## src/rtl/i2c_txn_sequencer_if.sv

```systemverilog
// rtl/i2c_txn_sequencer_if.sv - request, write-data, command/response and read-data bundle
interface i2c_txn_sequencer_if #(
    parameter int DATA_WIDTH = 8,
    parameter int LEN_WIDTH  = 4
);
    logic                  req_valid;
    logic                  req_ready;
    logic                  req_op;
    logic [6:0]            req_addr;
    logic [LEN_WIDTH-1:0]  req_len;
    logic                  wdata_valid;
    logic                  wdata_ready;
    logic [DATA_WIDTH-1:0] wdata;
    logic                  cmd_valid;
    logic                  cmd_ready;
    logic [1:0]            cmd_kind;
    logic [DATA_WIDTH-1:0] cmd_byte;
    logic                  cmd_last;
    logic                  rsp_valid;
    logic                  rsp_ack;
    logic [DATA_WIDTH-1:0] rsp_byte;
    logic                  rdata_valid;
    logic [DATA_WIDTH-1:0] rdata;
    logic                  done;
    logic                  err_nack;
    logic                  busy;

    modport slave (
        input  req_valid, req_op, req_addr, req_len, wdata_valid, wdata,
               cmd_ready, rsp_valid, rsp_ack, rsp_byte,
        output req_ready, wdata_ready, cmd_valid, cmd_kind, cmd_byte, cmd_last,
               rdata_valid, rdata, done, err_nack, busy
    );

    modport master (
        output req_valid, req_op, req_addr, req_len, wdata_valid, wdata,
               cmd_ready, rsp_valid, rsp_ack, rsp_byte,
        input  req_ready, wdata_ready, cmd_valid, cmd_kind, cmd_byte, cmd_last,
               rdata_valid, rdata, done, err_nack, busy
    );
endinterface

```

## src/rtl/i2c_txn_sequencer.sv

```systemverilog
// rtl/i2c_txn_sequencer.sv - turns I2C transactions into START/ADDR/DATA/STOP byte commands
module i2c_txn_sequencer #(
    parameter int DATA_WIDTH  = 8,
    parameter int LEN_WIDTH   = 4,
    parameter int WDATA_DEPTH = 8
) (
    input  logic               clk,
    input  logic               rst,
    i2c_txn_sequencer_if.slave bus
);
    localparam logic [1:0] CMD_START = 2'b00;
    localparam logic [1:0] CMD_STOP  = 2'b01;
    localparam logic [1:0] CMD_DATA  = 2'b10;
    localparam logic [1:0] CMD_ADDR  = 2'b11;
    localparam int AW = $clog2(WDATA_DEPTH);
    localparam int PW = AW + 1;

    typedef enum logic [2:0] {S_IDLE, S_START, S_ADDR, S_WRITE, S_READ, S_STOP} state_t;

    state_t                state_q, state_d;
    logic                  pend_q, pend_d;
    logic                  op_q;
    logic [6:0]            addr_q;
    logic [LEN_WIDTH-1:0]  len_q, cnt_q, cnt_d, cnt_inc, len_m1;
    logic                  err_q, err_d;
    logic                  done_q, done_d;
    logic                  err_nack_q, err_nack_d;
    logic                  rdata_valid_q, rdata_valid_d;
    logic [DATA_WIDTH-1:0] rdata_q, rdata_d;
    logic [PW-1:0]         wr_ptr_q, wr_ptr_d, rd_ptr_q;
    logic [DATA_WIDTH-1:0] mem [WDATA_DEPTH];

    logic fifo_empty, fifo_full, push, pop, flush, accept;
    logic cmd_valid, cmd_fire, rsp_fire;

    assign fifo_empty = (wr_ptr_q == rd_ptr_q);
    assign fifo_full  = (wr_ptr_q[AW] != rd_ptr_q[AW]) && (wr_ptr_q[AW-1:0] == rd_ptr_q[AW-1:0]);
    assign push       = bus.wdata_valid && !fifo_full;
    assign wr_ptr_d   = wr_ptr_q + PW'(push);

    // One command in flight: cmd_valid drops after the handshake until its response returns.
    assign cmd_valid = (state_q != S_IDLE) && !pend_q && ((state_q != S_WRITE) || !fifo_empty);
    assign cmd_fire  = cmd_valid && bus.cmd_ready;
    assign rsp_fire  = pend_q && bus.rsp_valid;
    assign pop       = cmd_fire && (state_q == S_WRITE);
    assign cnt_inc   = cnt_q + LEN_WIDTH'(1);
    assign len_m1    = len_q - LEN_WIDTH'(1);

    always_comb begin
        state_d       = state_q;
        pend_d        = pend_q;
        cnt_d         = cnt_q;
        err_d         = err_q;
        done_d        = 1'b0;
        err_nack_d    = 1'b0;
        rdata_valid_d = 1'b0;
        rdata_d       = rdata_q;
        flush         = 1'b0;
        accept        = 1'b0;
        if (cmd_fire) pend_d = 1'b1;
        case (state_q)
            S_IDLE: begin
                if (bus.req_valid) begin
                    accept  = 1'b1;
                    state_d = S_START;
                    cnt_d   = '0;
                    err_d   = 1'b0;
                    pend_d  = 1'b0;
                end
            end
            S_START: begin
                if (rsp_fire) begin
                    pend_d  = 1'b0;
                    state_d = S_ADDR;
                end
            end
            S_ADDR: begin
                if (rsp_fire) begin
                    pend_d = 1'b0;
                    if (!bus.rsp_ack) begin
                        err_d   = 1'b1;
                        state_d = S_STOP;
                    end else if (len_q == '0) begin
                        state_d = S_STOP;
                    end else begin
                        state_d = op_q ? S_READ : S_WRITE;
                    end
                end
            end
            S_WRITE: begin
                if (rsp_fire) begin
                    pend_d = 1'b0;
                    cnt_d  = cnt_inc;
                    if (!bus.rsp_ack) begin
                        err_d   = 1'b1;
                        state_d = S_STOP;
                    end else if (cnt_inc == len_q) begin
                        state_d = S_STOP;
                    end
                end
            end
            S_READ: begin
                if (rsp_fire) begin
                    pend_d        = 1'b0;
                    cnt_d         = cnt_inc;
                    rdata_d       = bus.rsp_byte;
                    rdata_valid_d = 1'b1;
                    if (cnt_inc == len_q) state_d = S_STOP;
                end
            end
            S_STOP: begin
                if (rsp_fire) begin
                    pend_d     = 1'b0;
                    state_d    = S_IDLE;
                    done_d     = 1'b1;
                    err_nack_d = err_q;
                    flush      = err_q;
                end
            end
            default: state_d = S_IDLE;
        endcase
    end

    always_ff @(posedge clk or posedge rst) begin
        if (rst) begin
            state_q       <= S_IDLE;
            pend_q        <= 1'b0;
            op_q          <= 1'b0;
            addr_q        <= '0;
            len_q         <= '0;
            cnt_q         <= '0;
            err_q         <= 1'b0;
            done_q        <= 1'b0;
            err_nack_q    <= 1'b0;
            rdata_valid_q <= 1'b0;
            rdata_q       <= '0;
            wr_ptr_q      <= '0;
            rd_ptr_q      <= '0;
        end else begin
            state_q       <= state_d;
            pend_q        <= pend_d;
            cnt_q         <= cnt_d;
            err_q         <= err_d;
            done_q        <= done_d;
            err_nack_q    <= err_nack_d;
            rdata_valid_q <= rdata_valid_d;
            rdata_q       <= rdata_d;
            wr_ptr_q      <= wr_ptr_d;
            if (accept) begin
                op_q   <= bus.req_op;
                addr_q <= bus.req_addr;
                len_q  <= bus.req_len;
            end
            // An aborted burst leaves its unsent bytes behind; drop everything queued.
            if (flush)    rd_ptr_q <= wr_ptr_d;
            else if (pop) rd_ptr_q <= rd_ptr_q + PW'(1);
        end
    end

    always_ff @(posedge clk) begin
        if (push) mem[wr_ptr_q[AW-1:0]] <= bus.wdata;
    end

    always_comb begin
        bus.cmd_kind = CMD_START;
        bus.cmd_byte = '0;
        case (state_q)
            S_ADDR: begin
                bus.cmd_kind = CMD_ADDR;
                bus.cmd_byte = DATA_WIDTH'({addr_q, op_q});
            end
            S_WRITE: begin
                bus.cmd_kind = CMD_DATA;
                bus.cmd_byte = mem[rd_ptr_q[AW-1:0]];
            end
            S_READ:  bus.cmd_kind = CMD_DATA;
            S_STOP:  bus.cmd_kind = CMD_STOP;
            default: bus.cmd_kind = CMD_START;
        endcase
    end

    assign bus.cmd_valid   = cmd_valid;
    assign bus.cmd_last    = (state_q == S_READ) && (cnt_q == len_m1);
    assign bus.req_ready   = (state_q == S_IDLE);
    assign bus.wdata_ready = !fifo_full;
    assign bus.rdata_valid = rdata_valid_q;
    assign bus.rdata       = rdata_q;
    assign bus.done        = done_q;
    assign bus.err_nack    = err_nack_q;
    assign bus.busy        = (state_q != S_IDLE);
endmodule

```

## src/flat_wrapper.sv

```systemverilog
// flat-port wrapper written by rule: the top's interface ports become plain ports
module i2c_txn_sequencer_flat 
#(
    parameter int DATA_WIDTH  = 8,
    parameter int LEN_WIDTH   = 4,
    parameter int WDATA_DEPTH = 8
)
  (clk, rst, bus_req_valid, bus_req_op, bus_req_addr, bus_req_len, bus_wdata_valid, bus_wdata, bus_cmd_ready, bus_rsp_valid, bus_rsp_ack, bus_rsp_byte, bus_req_ready, bus_wdata_ready, bus_cmd_valid, bus_cmd_kind, bus_cmd_byte, bus_cmd_last, bus_rdata_valid, bus_rdata, bus_done, bus_err_nack, bus_busy);
  i2c_txn_sequencer_if #(.DATA_WIDTH(DATA_WIDTH), .LEN_WIDTH(LEN_WIDTH)) bus_i ();
  input  logic clk;
  input  logic rst;
  input wire logic [$bits(bus_i.req_valid)-1:0] bus_req_valid;
  input wire logic [$bits(bus_i.req_op)-1:0] bus_req_op;
  input wire logic [$bits(bus_i.req_addr)-1:0] bus_req_addr;
  input wire logic [$bits(bus_i.req_len)-1:0] bus_req_len;
  input wire logic [$bits(bus_i.wdata_valid)-1:0] bus_wdata_valid;
  input wire logic [$bits(bus_i.wdata)-1:0] bus_wdata;
  input wire logic [$bits(bus_i.cmd_ready)-1:0] bus_cmd_ready;
  input wire logic [$bits(bus_i.rsp_valid)-1:0] bus_rsp_valid;
  input wire logic [$bits(bus_i.rsp_ack)-1:0] bus_rsp_ack;
  input wire logic [$bits(bus_i.rsp_byte)-1:0] bus_rsp_byte;
  output wire logic [$bits(bus_i.req_ready)-1:0] bus_req_ready;
  output wire logic [$bits(bus_i.wdata_ready)-1:0] bus_wdata_ready;
  output wire logic [$bits(bus_i.cmd_valid)-1:0] bus_cmd_valid;
  output wire logic [$bits(bus_i.cmd_kind)-1:0] bus_cmd_kind;
  output wire logic [$bits(bus_i.cmd_byte)-1:0] bus_cmd_byte;
  output wire logic [$bits(bus_i.cmd_last)-1:0] bus_cmd_last;
  output wire logic [$bits(bus_i.rdata_valid)-1:0] bus_rdata_valid;
  output wire logic [$bits(bus_i.rdata)-1:0] bus_rdata;
  output wire logic [$bits(bus_i.done)-1:0] bus_done;
  output wire logic [$bits(bus_i.err_nack)-1:0] bus_err_nack;
  output wire logic [$bits(bus_i.busy)-1:0] bus_busy;
  assign bus_i.req_valid = bus_req_valid;
  assign bus_i.req_op = bus_req_op;
  assign bus_i.req_addr = bus_req_addr;
  assign bus_i.req_len = bus_req_len;
  assign bus_i.wdata_valid = bus_wdata_valid;
  assign bus_i.wdata = bus_wdata;
  assign bus_i.cmd_ready = bus_cmd_ready;
  assign bus_i.rsp_valid = bus_rsp_valid;
  assign bus_i.rsp_ack = bus_rsp_ack;
  assign bus_i.rsp_byte = bus_rsp_byte;
  assign bus_req_ready = bus_i.req_ready;
  assign bus_wdata_ready = bus_i.wdata_ready;
  assign bus_cmd_valid = bus_i.cmd_valid;
  assign bus_cmd_kind = bus_i.cmd_kind;
  assign bus_cmd_byte = bus_i.cmd_byte;
  assign bus_cmd_last = bus_i.cmd_last;
  assign bus_rdata_valid = bus_i.rdata_valid;
  assign bus_rdata = bus_i.rdata;
  assign bus_done = bus_i.done;
  assign bus_err_nack = bus_i.err_nack;
  assign bus_busy = bus_i.busy;
  i2c_txn_sequencer #(.DATA_WIDTH(DATA_WIDTH), .LEN_WIDTH(LEN_WIDTH), .WDATA_DEPTH(WDATA_DEPTH)) u_core (.clk(clk), .rst(rst), .bus(bus_i));
endmodule
```

## config.mk

```make
export PLATFORM = sky130hd
export DESIGN_NAME = i2c_txn_sequencer_flat
export DESIGN_NICKNAME = d
export VERILOG_FILES = /design/src/rtl/i2c_txn_sequencer_if.sv /design/src/rtl/i2c_txn_sequencer.sv /design/src/flat_wrapper.sv
export SDC_FILE = /design/constraint.sdc
export NUM_CORES = 1
export LEC_CHECK = 0
export ABC_AREA = 0
export ABC_CLOCK_PERIOD_IN_PS = 1800
export CELL_PAD_IN_SITES_DETAIL_PLACEMENT = 1
export CELL_PAD_IN_SITES_GLOBAL_PLACEMENT = 2
export CORE_UTILIZATION = 36
export CTS_BUF_LIST = sky130_fd_sc_hd__clkbuf_8
export DETAILED_ROUTE_END_ITERATION = 6
export HOLD_SLACK_MARGIN = 0.06
export PLACE_DENSITY = 0.82
export SLEW_MARGIN = 20
export SYNTH_ARGS = -nofsm -noshare
export SYNTH_HDL_FRONTEND = slang
export SYNTH_SLANG_ARGS = --single-unit
```

## constraint.sdc

```tcl
create_clock -name clk -period 1.8 [get_ports clk]
set_input_delay 0.36 -clock clk [delete_from_list [all_inputs] [get_ports clk]]
set_output_delay 0.36 -clock clk [all_outputs]
set_load 0.03 [all_outputs]
```

## Word-level counts from Yosys, hierarchy flattened

Memory sizes are Yosys's and may differ from the RTL's.
Cells that the tools add are included.

- Equal/unequal tests: 20
- Add/sub/neg operators: 4
- Muxes and demuxes: 36
- Reductions and logical operators: 25

Operator list:

| cell | number |
|---|---|
| 2-to-1 mux 3 bit | 11 |
| case mux 3 bit (6 select lines) | 1 |
| 2-to-1 mux 4 bit | 4 |
| case mux 8 bit (2 select lines) | 1 |
| 2-to-1 mux 1 bit | 15 |
| != test 2 x 1 -> 1 bit (second input constant) | 7 |
| == test 4 bit | 3 |
| adder 4 x 1 -> 4 bit (second input constant) | 2 |
| logical AND 1 bit | 8 |
| case mux 4 bit (2 select lines) | 1 |
| == test 3 x 2 -> 1 bit (second input constant) | 2 |
| == test 3 bit (second input constant) | 2 |
| case mux 2 bit (3 select lines) | 1 |
| AND reduction 6 bit | 1 |
| nonzero test 2 bit | 3 |
| OR reduction 5 bit | 1 |
| adder 4 x 1 -> 4 bit | 1 |
| zero test 4 bit | 1 |
| != test 2 bit (second input constant) | 2 |
| case mux 1 bit (2 select lines) | 2 |
| AND reduction 4 bit | 1 |
| OR reduction 2 bit | 2 |
| subtractor 4 x 1 -> 4 bit (second input constant) | 1 |
| == test 3 x 1 -> 1 bit (second input constant) | 1 |
| other kinds (9) | 11 |

- Bits in writable memories: 64
- Output and inout port bits: 26
- Register bits: 40
- Input bits: 35
- Memories kept: 1
- Word-level logic and storage cells: 99

Memories:

| name | depth | width | rd ports | clocked after Yosys merged registers in | wr ports | RTL line | text |
|---|---|---|---|---|---|---|---|
| u_core.mem | 8 | 8 | 1 | 0 | 1 | i2c_txn_sequencer.sv:31 | `logic [DATA_WIDTH-1:0] mem [WDATA_DEPTH];` |

## Longest topological paths before layout

- Depth after elaboration: 8
- Mapped depth: 9
- Gate-level depth less buffers: 8

## Worst setup path before layout

OpenSTA, ideal clock, no wires.

- Path kind: reg-to-reg
- Start point: reg u_core.rd_ptr_q[0]
- End point: mem u_core.mem[0][0] (enable)
- Period minus slack after synthesis: 2.298 ns
- Required time: 1.417 ns
- Cell stages (with the launch flop): 7
- Buffers on the path: 1
- Data arrival time: 1.914 ns
- Path slack: -0.498 ns
- Library setup time: 0.383 ns
- Cell sequence: dfrtp_1 buf_4 xnor2_1 nand4_1 and2_1 nand2b_1 nor3_1

- Word-level cells in the longest chain between the ends: 6

Ends and longest elaborated chain:

| item | RTL line | text |
|---|---|---|
| start, declared | i2c_txn_sequencer.sv:30 | `logic [PW-1:0] wr_ptr_q, wr_ptr_d, rd_ptr_q;` |
| start signal, assigned | i2c_txn_sequencer.sv:155 | `if (flush) rd_ptr_q <= wr_ptr_d;` |
| start signal, assigned | i2c_txn_sequencer.sv:156 | `else if (pop) rd_ptr_q <= rd_ptr_q + PW'(1);` |
| == test 3 bit | i2c_txn_sequencer.sv:37 | `assign fifo_full = (wr_ptr_q[AW] != rd_ptr_q[AW]) && (wr_ptr_q[AW-1:0] == rd_ptr_q[AW-1:0]);` |
| logical AND 1 bit | i2c_txn_sequencer.sv:37 |  |
| zero test 1 bit | - |  |
| net bus_wdata_ready | flat_wrapper.sv:23 | `output wire logic [$bits(bus_i.wdata_ready)-1:0] bus_wdata_ready;` |
| logical AND 1 bit | i2c_txn_sequencer.sv:38 | `assign push = bus.wdata_valid && !fifo_full;` |
| 2-to-1 mux 1 bit | i2c_txn_sequencer.sv:161 | `if (push) mem[wr_ptr_q[AW-1:0]] <= bus.wdata;` |
| 2-to-1 mux 1 bit (not written as such) | i2c_txn_sequencer.sv:161 |  |
| end, declared | i2c_txn_sequencer.sv:31 |  |

The timed path passes the listed nets, and every way through them passes these cells.

## Worst setup path after layout

- Start point: reg u_core.rd_ptr_q[0]
- End point: out bus_cmd_byte[4]

- Word-level cells in the longest chain between the ends: 2

Ends and longest elaborated chain:

| item | RTL line | text |
|---|---|---|
| memory read (8 x 8 bit) | - |  |
| case mux 8 bit (2 select lines) | i2c_txn_sequencer.sv:167 | `case (state_q)` |
| end, declared | flat_wrapper.sv:26 | `output wire logic [$bits(bus_i.cmd_byte)-1:0] bus_cmd_byte;` |

Every way passes these cells.

==> summary.txt <==
Run status
  • Status: complete, but fails checks
  • Failing checks: setup timing

Logic synthesis
  • Yosys warnings: 0
  • Synth area leader: edfxtp_1
  • Mux cell area share after synthesis: 15.07%
  • Flops & latches, synth: around 100
  • Seq/Total Area, Yosys: approximately 64%
  • Top post-synthesis cells by count: edfxtp_1 (64), dfrtp_1 (40), mux2_2 (20)
  • Synth top area share: a little over two fifths
  • Distinct cells, synth: 45
  • Post-Synth XOR/XNOR Area: between 3 and 4%
  • Ranking of synthesized cells by area: edfxtp_1 (42%), dfrtp_1 (22%), mux4_2 (7.9%)
  • Post-synthesis adder-cell area fraction: under 10%
  • Most used DFF post-synth: edfxtp_1
  • Average cell area after synthesis: between 15 and 20 µm²
  • Cell area after synthesis: ~4500 µm²
  • Post-synth EDFFs: 64
  • Gate Count Post-Synth: 303
  • Compound-Gate Fraction of Synth Area: 5.638%
  • Net Count, Synth: 343
  • Synth Area in Simple Gates: under 10%
  • Synth async-reset ratio: around two fifths
  • Count leader, synth: edfxtp_1
  • Largest family of logic cells by synthesized area: multiplexers

Clock network
  • Clock transition at path regs: about 0.12 ns
  • Clk buf depth: 2
  • CTS root buffer: clkbuf_8
  • Worst skew pair latency: 0.39 ns
  • Num CTS Buffers: 9
  • H-tree depth: 3
  • Clk sinks: between 100 and 150
  • CTS tree: yes

Place
  • DP Wirelength: approximately 7700 µm
  • Port-buffer cells: 60
  • GP Congestion: around 0.76

Timing
  • RSZ-0062 raised after global routing: yes
  • Crit path time final: 2.319 ns
  • Worst-case clock skew: between 0.015 and 0.02 ns
  • Final period utilization: 128.8%
  • Final hold viol count: 0
  • Fmax: roughly 0.43 GHz
  • Slew margin rel.: between 70% and 80%
  • # setup viols final: between 50 and 60
  • Final worst slack: -0.5187 ns
  • Slew @ Worst Pin: 0.3318 ns
  • Pins Over Slew Limit: 0

Cells and area
  • Final core utilization: between 50% and 60%
  • # diodes: 0
  • Area Growth Syn to Fin: 49.09%
  • FF/Latch Area: around 2900 µm²
  • Area of the multi-input gates: slightly below 2000 µm²
  • Share of layout cells above drive strength 1: 48.41%
  • Total Nets Final: 475
  • Fillers: 1165

Die
  • Row Count: 40
  • I/O pins: 61
  • DIE WIDTH: between 100 and 150 µm
  • Die ar.: 13090 µm²
  • Die height: 114.4 µm
  • Initial Util: approximately 37%
  • Core area: 12160 µm²

Global route
  • Grt total ovfl: 0
  • Global Route Usage Sum: a little under a fifth
  • First-pass GRT wire length: between 15000 and 20000 µm
  • Initial antenna violation count: 0
  • Largest net degree at the start of global routing: between 40 and 50
  • Vias in the first global route: 3279

Detailed routing
  • DR iter-0 viols: just over 80
  • Vias per cell: 4.988
  • DR WL/cell: between 15 and 20 µm
  • Total routed wirelength: approximately 12000 µm
  • Vias: around 3000
  • TritonRoute pass-1 iters: 4
  • DRC viols: 0
  • Final antenna-violating net count: 0

Critical path
  • Worst EP arrival: 1.96 ns
  • Critical path peak fanout: 6
  • Critical Path RT: 1.44 ns
  • Worst r2r src: u_core.rd_ptr_q[0]
  • CP startpoint kind: flip-flop
  • CP startpoint: u_core.rd_ptr_q[0]
  • Kind of critical path: flip-flop to output pin
  • Critical Path End Type: output pin

Min path
  • HP Class: input pin to asynchronous set/reset pin

Power and ir drop
  • Design Power: 11.76 mW
  • Lkg Pwr: 2.682 nW
  • Power per cell area: approximately 1700 nW/µm²
  • Largest vdd supply drop: around 590 µV
  • Sw frac: 38.04%
  • Sw power: 4.472 mW
  • Clock power share: approximately 14%
  • Combinational share of power: 56.7%
  • Flop pwr share: a little under 30%
  • Internal Pwr Total: 7.284 mW

Run
  • MaxCap Viol Count: 0
[power groups by stage]
stage	registers [mW]	clock network (mW)	logic, mW
finish	3.50	1.59	6.66
detailed placement	3.54	0	5.09
global placement	3.49	0	4.96
floorplan	3.55	0	3.15
CTS	3.49	1.64	5.97
global route	3.57	1.72	7.09
[worst max-delay path, cell delays in order, from the launching register on]
cell,delay [ns]
dfrtp_2,0.46
buf_8,0.16
mux4_2,0.51
mux2i_2,0.20
a21oi_2,0.10
buf_6,0.15
[path summary, 6_finish.rpt]
kind	to	slack, ns	depth (start not counted)
max	bus_cmd_byte[4]	-0.52	5
min	u_core.addr_q[2]	0.34	3
max reg2reg	u_core.rd_ptr_q[2]	-0.12	9
min reg2reg	u_core.bus.rdata[1]	0.51	1
max in group asynchronous	u_core.rd_ptr_q[2]	1.25	3
min in group clk	u_core.bus.rdata[1]	0.51	1
[metal layers]
metal	GRT usage [%]	vias to the layer above	routed length, µm
met2	32.73	75	6308
li1	-	1405	-
met4	8.658	0	261
met1	22.13	1532	4886
met3	2.912	21	370
met5	0	-	0
[registers in the layout (all words and copies together), names as in the netlist]
name / flops
u_core.bus.rdata: 8
u_core.state_q: 3
u_core.bus.rdata_valid: 1
u_core.bus.err_nack: 1
u_core.err_q: 1
u_core.rd_ptr_q: 4
u_core.addr_q: 7
u_core.len_q: 4
u_core.mem: 64
u_core.bus.done: 1
u_core.wr_ptr_q: 4
u_core.op_q: 1
u_core.pend_q: 1
u_core.cnt_q: 4
[timing repair]
| item | 4_1_cts | 5_1_grt |
|---|---|---|
| endpoints found under the setup margin | 83 | 104 |
| hold buffers | 0 | 0 |
| pin swaps | 13 | 14 |
| buffers inserted | 22 | 11 |
| cloned | 0 | 1 |
| resized for setup | 85 | 50 |
[through the flow]
step	setup TNS (ns)	setup slack, ns	area, µm²	hold WS, ns	std cells
after detailed placement	-13.60	-0.6202	5889	0.4922	559
final	-7.300	-0.5187	6783	0.3375	608
after global placement	-10.28	-0.5733	5889	0.4793	559
after floorplan	-11.64	-0.1871	4718	0.4586	303
after global routing	-12.10	-0.6145	6783	0.3562	608
after CTS	-6.754	-0.5982	6481	0.3231	596
[placed cells by master (no fill, tap or decap), types with 4 or more instances in the layout]
master           synthesis  layout
a21oi_1                 12       4
a21oi_2                  1       9
buf_12                   0      14
buf_4                    5      51
buf_6                    0      25
clkbuf_8                 0       9
clkdlybuf4s50_1          0      37
dfrtp_1                 40      35
dfrtp_2                  0       5
dlymetal6s2s_1           0       6
edfxtp_1                64      64
inv_1                    6       5
mux2_2                  20       8
mux2_4                   0      12
mux2i_2                  0       5
mux4_2                  16      16
nand2_1                 19      14
nand3_1                  6       5
nor2_1                  14       6
nor2_4                   0       8
o21ai_0                 17       9
o21ai_1                  0       6
xnor2_1                 12       6
xnor2_2                  0       5
xor2_1                   5       4
[kinds of logic (layout without fill, tap and decap cells)]
family,after synthesis,after routing
buf+inv,22,159
simple gates,67,67
fa+ha+maj,5,5
mux,46,46
flops,104,104
xor+xnor,18,18
compound gates,41,41
[area by class of cell]
type	count	share of cell area, %
multi-input combinational	177	28.83
sequential	104	43.18
clock inverter	7	1.384
tap	168	3.099
inverter	6	0.3320
timing repair buffer	137	21.34
clock buffer	9	1.826
Note: power is estimated with default switching activity, not from simulation.
